<file path="src/rtl/cla_pkg.sv">
// Shared constants and configuration check for the pipelined carry-lookahead adder.
package cla_pkg;

  localparam int GROUP_W    = 4;
  localparam int MAX_STAGES = 8;

  // True when WIDTH splits into STAGES slices made of whole lookahead groups.
  function automatic bit cfg_ok(input int width, input int stages);
    return (stages >= 1) && (stages <= MAX_STAGES) && (width > 0) &&
           ((width % (GROUP_W * stages)) == 0);
  endfunction

endpackage

</file>
<file path="src/rtl/cla_slice.sv">
// Combinational N-bit adder built from 4-bit lookahead groups; group carries ripple
// from one group to the next.
module cla_slice
  import cla_pkg::*;
#(
  parameter int N = 16
) (
  input  logic [N-1:0] a,
  input  logic [N-1:0] b,
  input  logic         c_in,
  output logic [N-1:0] s,
  output logic         c_out,
  output logic         c_msb_in
);

  localparam int NG = N / GROUP_W;

  logic [N-1:0] w_g;
  logic [N-1:0] w_p;
  logic [N:0]   w_c;

  assign w_g = a & b;
  assign w_p = a ^ b;

  // NOTE: blocking assignments here, so each loop step sees the value just computed.
  always_comb begin
    logic w_acc;
    logic w_pp;
    logic w_gcin;
    logic w_ci;
    w_acc  = 1'b0;
    w_pp   = 1'b1;
    w_ci   = 1'b0;
    w_gcin = c_in;
    w_c    = '0;
    w_c[0] = c_in;
    for (int j = 0; j < NG; j++) begin
      // Each carry inside a group is a flat sum of products of g/p and the group carry-in.
      for (int i = 0; i < GROUP_W; i++) begin
        w_acc = 1'b0;
        w_pp  = 1'b1;
        for (int m = i; m >= 0; m--) begin
          w_acc = w_acc | (w_pp & w_g[j*GROUP_W+m]);
          w_pp  = w_pp & w_p[j*GROUP_W+m];
        end
        w_ci = w_acc | (w_pp & w_gcin);
        w_c[j*GROUP_W+i+1] = w_ci;
      end
      w_gcin = w_ci;
    end
  end

  assign s        = w_p ^ w_c[N-1:0];
  assign c_out    = w_c[N];
  assign c_msb_in = w_c[N-1];

endmodule

</file>
<file path="src/rtl/cla_pipe.sv">
// Pipelined add/subtract: one slice per stage, slice carries and pending operand
// slices registered between stages, valid/ready handshake with global stall.
module cla_pipe
  import cla_pkg::*;
#(
  parameter int WIDTH  = 32,
  parameter int STAGES = 2
) (
  input  logic             clk,
  input  logic             rst,
  input  logic             in_valid,
  output logic             in_ready,
  input  logic [WIDTH-1:0] a,
  input  logic [WIDTH-1:0] b,
  input  logic             sub,
  input  logic             c_in,
  output logic             out_valid,
  input  logic             out_ready,
  output logic [WIDTH-1:0] sum,
  output logic             c_out,
  output logic             ovf,
  output logic             zero
);

  localparam int SW = WIDTH / STAGES;

  if (!cfg_ok(WIDTH, STAGES)) begin : g_bad_cfg
    $error("cla_pipe: WIDTH must be a multiple of 4*STAGES, STAGES in 1..8");
  end

  logic              w_adv;
  logic [WIDTH-1:0]  w_b_eff;
  logic              w_cin_eff;
  logic [STAGES-1:0] r_valid;

  assign w_adv     = out_ready | ~out_valid;
  assign in_ready  = w_adv;
  assign w_b_eff   = sub ? ~b : b;
  assign w_cin_eff = sub | c_in;

  // NOTE: non-blocking assignments for all clocked state, so every stage samples pre-edge values.
  always_ff @(posedge clk or posedge rst) begin
    if (rst) begin
      r_valid <= '0;
    end else if (w_adv) begin
      r_valid <= STAGES'({r_valid, in_valid});
    end
  end

  assign out_valid = r_valid[STAGES-1];

  for (genvar k = 0; k < STAGES; k++) begin : g_stage
    localparam int SUM_W = (k + 1) * SW;
    localparam int REM_W = WIDTH - SUM_W;

    logic [REM_W+SW-1:0] w_a_in;
    logic [REM_W+SW-1:0] w_b_in;
    logic [SUM_W-1:0]    w_sum_next;
    logic [SW-1:0]       w_s;
    logic                w_cin;
    logic                w_cout;
    logic                w_cmsb;
    logic [SUM_W-1:0]    r_sum;
    logic                r_carry;

    if (k == 0) begin : g_src
      assign w_a_in     = a;
      assign w_b_in     = w_b_eff;
      assign w_cin      = w_cin_eff;
      assign w_sum_next = w_s;
    end else begin : g_src
      assign w_a_in     = g_stage[k-1].g_ops.r_a;
      assign w_b_in     = g_stage[k-1].g_ops.r_b;
      assign w_cin      = g_stage[k-1].r_carry;
      assign w_sum_next = {w_s, g_stage[k-1].r_sum};
    end

    cla_slice #(.N(SW)) u_slice (
      .a        (w_a_in[SW-1:0]),
      .b        (w_b_in[SW-1:0]),
      .c_in     (w_cin),
      .s        (w_s),
      .c_out    (w_cout),
      .c_msb_in (w_cmsb)
    );

    always_ff @(posedge clk or posedge rst) begin
      if (rst) begin
        r_sum   <= '0;
        r_carry <= 1'b0;
      end else if (w_adv) begin
        r_sum   <= w_sum_next;
        r_carry <= w_cout;
      end
    end

    if (REM_W > 0) begin : g_ops
      logic [REM_W-1:0] r_a;
      logic [REM_W-1:0] r_b;
      // NOTE: pending operand slices carry no reset; r_valid alone says whether they mean anything.
      always_ff @(posedge clk) begin
        if (w_adv) begin
          r_a <= w_a_in[REM_W+SW-1:SW];
          r_b <= w_b_in[REM_W+SW-1:SW];
        end
      end
    end

    if (k == STAGES - 1) begin : g_last
      logic r_ovf;
      always_ff @(posedge clk or posedge rst) begin
        if (rst) begin
          r_ovf <= 1'b0;
        end else if (w_adv) begin
          r_ovf <= w_cmsb ^ w_cout;
        end
      end
    end else begin : g_mid
      logic w_unused_cmsb;
      assign w_unused_cmsb = w_cmsb;
    end
  end

  assign sum   = g_stage[STAGES-1].r_sum;
  assign c_out = g_stage[STAGES-1].r_carry;
  assign ovf   = g_stage[STAGES-1].g_last.r_ovf;
  // Gated by valid so zero reads 0 in reset and between results.
  assign zero  = out_valid & ~|sum;

endmodule

</file>
<file path="config.mk">
export PLATFORM = sky130hd
export DESIGN_NAME = cla_pipe
export DESIGN_NICKNAME = d
export VERILOG_FILES = /design/src/rtl/cla_pkg.sv /design/src/rtl/cla_slice.sv /design/src/rtl/cla_pipe.sv
export SDC_FILE = /design/constraint.sdc
export NUM_CORES = 1
export LEC_CHECK = 0
export CAP_MARGIN = 20
export CELL_PAD_IN_SITES_DETAIL_PLACEMENT = 0
export CELL_PAD_IN_SITES_GLOBAL_PLACEMENT = 1
export CORE_MARGIN = 8
export CORE_UTILIZATION = 37
export DETAILED_ROUTE_END_ITERATION = 12
export GPL_TIMING_DRIVEN = 0
export PLACE_DENSITY_LB_ADDON = 0.05
export SYNTH_ARGS = -nofsm -noshare
export SYNTH_HDL_FRONTEND = slang
export SYNTH_HIERARCHICAL = 1
export SYNTH_SLANG_ARGS = --single-unit
</file>
<file path="constraint.sdc">
create_clock -name clk -period 2.6 [get_ports clk]
set_input_delay 0.39 -clock clk [delete_from_list [all_inputs] [get_ports clk]]
set_output_delay 0.39 -clock clk [all_outputs]
set_load 0.01 [all_outputs]
</file>
==> impl_metrics.env <==
export IMPL_status="finished, final reports clean"
export IMPL_nets=609
export IMPL_insertion_delay_ns=0.33
export IMPL_final_cell_area_mm2=0.00683
export IMPL_setup_viol=0
export IMPL_drv_cap=0
export IMPL_antenna_found_initial=0
export IMPL_place_congestion=0.788
export IMPL_nFillCells=1177
export IMPL_syn_nets=472
export IMPL_syn_avg_cell_area_um2=13.7
export IMPL_cts_tree="done"
export IMPL_worstMarginPinSlew_ns=0.572
export IMPL_num_vias=3216
export IMPL_portBuffers=105
export IMPL_power_share_combinational_pct=39.7
export IMPL_slew_violations=0
export IMPL_dr_pass1_iters=4
export IMPL_clkTransAtPathRegs_ns=0.06
export IMPL_cts_buffers_inserted=9
export IMPL_syn_area_mm2=0.00495
export IMPL_critical_path_class="flip-flop to flip-flop"
export IMPL_grt_max_degree=43
export IMPL_pin_count=107
export IMPL_diodes=0
export IMPL_p_leak_uw=0.00294
export IMPL_rsz0062_at_grt="yes"
export IMPL_peakVddDrop_mv=0.298
export IMPL_grt_overflow_total=0
export IMPL_period_needed_ns=2.52
export IMPL_clock_sinks=85
export IMPL_die_area_mm2=0.0173
export IMPL_holdWs_ns=0.442
export IMPL_grt_pass1_vias=3551
export IMPL_area_growth_pct=38.0
export IMPL_ant_nets=0
export IMPL_fp_row_count=42
export IMPL_crit_fanout=4
export IMPL_p_int_uw=3900
export IMPL_dp_hpwl_um=8640
export IMPL_finalCritPeriodShare_pct=97.1
export IMPL_coreArea_mm2=0.0131
export IMPL_cp_end_kind="flip-flop"
export IMPL_dpl_instance_area_mm2=0.00628
export IMPL_switching_share_pct=30.5
export IMPL_start_kind="flip-flop"
export IMPL_p_clk_share_pct=21.9
export IMPL_holdCritPathClass="primary input to asynchronous set/reset pin"
export IMPL_fp_dieH_um=132
export IMPL_wl_per_cell_um=16.7
export IMPL_start_util_pct=37.7
export IMPL_clockBufferDepth=2
export IMPL_grt_pass1_wl_um=18700
export IMPL_crit_arrival_ns=2.74
export IMPL_cts_root_buffer="clkbuf_16"
export IMPL_hold_violations=0
export IMPL_drive_above_1_share_pct=25.6
export IMPL_skew_ns=0.00971
export IMPL_final_util_pct=52.0
export IMPL_synth_warnings=6
export IMPL_critPathRequiredTime_ns=2.81
export IMPL_die_x_um=132
export IMPL_grtUsageTotal_pct=13.4
export IMPL_drt_iter0_drc=70
export IMPL_wirelength_um=11300
export IMPL_switchingPower_uw=1710
export IMPL_h_tree_depth=3
export IMPL_power_density_mw_per_mm2=822
export IMPL_netlist_instances=362
export IMPL_max_freq_ghz=0.396
export IMPL_slew_headroom_pct=61.8
export IMPL_drcViolationCount=0
export IMPL_viasPerCell=4.73
export IMPL_power_frac_seq_pct=38.4
## area by class of cell
type	count	area [um^2]	share of cell area, %
buffer	9	145	2.12
clock buffer	11	233	3.41
timing repair buffer	127	1230	17.9
multi-input combinational	252	2610	38.2
sequential	85	2290	33.5
tap	176	220	3.22
inverter	15	56.3	0.824
clock inverter	5	51.3	0.751
## routing by layer
metal | track usage (%) | vias to the layer above | wire (um)
met5 | 0 | - | 0
met4 | 4.40 | 0 | 144
met3 | 4.00 | 10 | 589
met2 | 22.3 | 70 | 5520
met1 | 16.3 | 1554 | 5090
li1 | - | 1582 | -
## through the flow
stage          cells  power (uW)  setup TNS (ns)  worst slack [ns]
2_1_floorplan    362        3320          -0.226            -0.125
3_3_place_gp     643        4270           -7.72            -0.457
3_5_place_dp     644        4290           -2.21            -0.450
4_1_cts          676        5630               0           0.00607
5_1_grt          680        5970         -0.0525           -0.0487
6_report         680        5620               0            0.0751
## worst max-delay path, cell delays in order, from the launching register on
cell and delay (ns):
edfxtp_1 0.41, ha_4 0.30, o21ai_0 0.11, o21a_2 0.28
o311ai_4 0.31, nand2_2 0.11, o21ai_2 0.14, fa_1 0.47
mux2_4 0.28
## power groups by stage
stage,combinational [uW],sequential [uW],clock (uW)
after floorplan,1150,2170,0
after global placement,2120,2150,0
after detailed placement,2140,2150,0
after CTS,2210,2150,1270
after global routing,2420,2220,1330
final,2230,2160,1230
## layout by cell type, fill, tap and decap left out, drive strengths merged, types with 6 or more instances in the layout
master	count
clkdlybuf4s50	100
dfrtp	53
mux2	51
xor2	40
edfxtp	32
ha	32
buf	31
inv	15
xnor2	13
o21ai	12
clkbuf	11
a21oi	11
nand2	10
nor3	9
nor2	8
fa	8
o31ai	6
nand2b	6
nor4	6
## path summary, 6_finish.rpt
check                                         from    endpoint  slack (ns)  cells past startpoint
hold reg to reg                         r_valid[0]  r_valid[1]        0.47                      1
setup / recovery           g_stage[0].g_ops.r_a[1]     sum[28]        0.08                      8
max in group asynchronous                      rst     sum[29]        1.60                      3
setup reg to reg           g_stage[0].g_ops.r_a[1]     sum[28]        0.08                      8
hold / removal                                 rst     sum[15]        0.44                      2
min in group clk                        r_valid[0]  r_valid[1]        0.47                      1
## repair_timing
action,CTS,global route
setup endpoints to repair,4,7
gates resized for setup,14,13
pin swaps,13,9
setup buffers,16,5
hold buffers,0,0
## registers in the layout, indices dropped and copies added (netlist names)
signal / flops
ovf: 1
r_valid: 2
g_stage.r_carry: 1
g_stage.g_ops.r_b: 16
c_out: 1
sum: 32
g_stage.g_ops.r_a: 16
g_stage.r_sum: 16
Note: power is estimated with default switching activity, not from simulation.
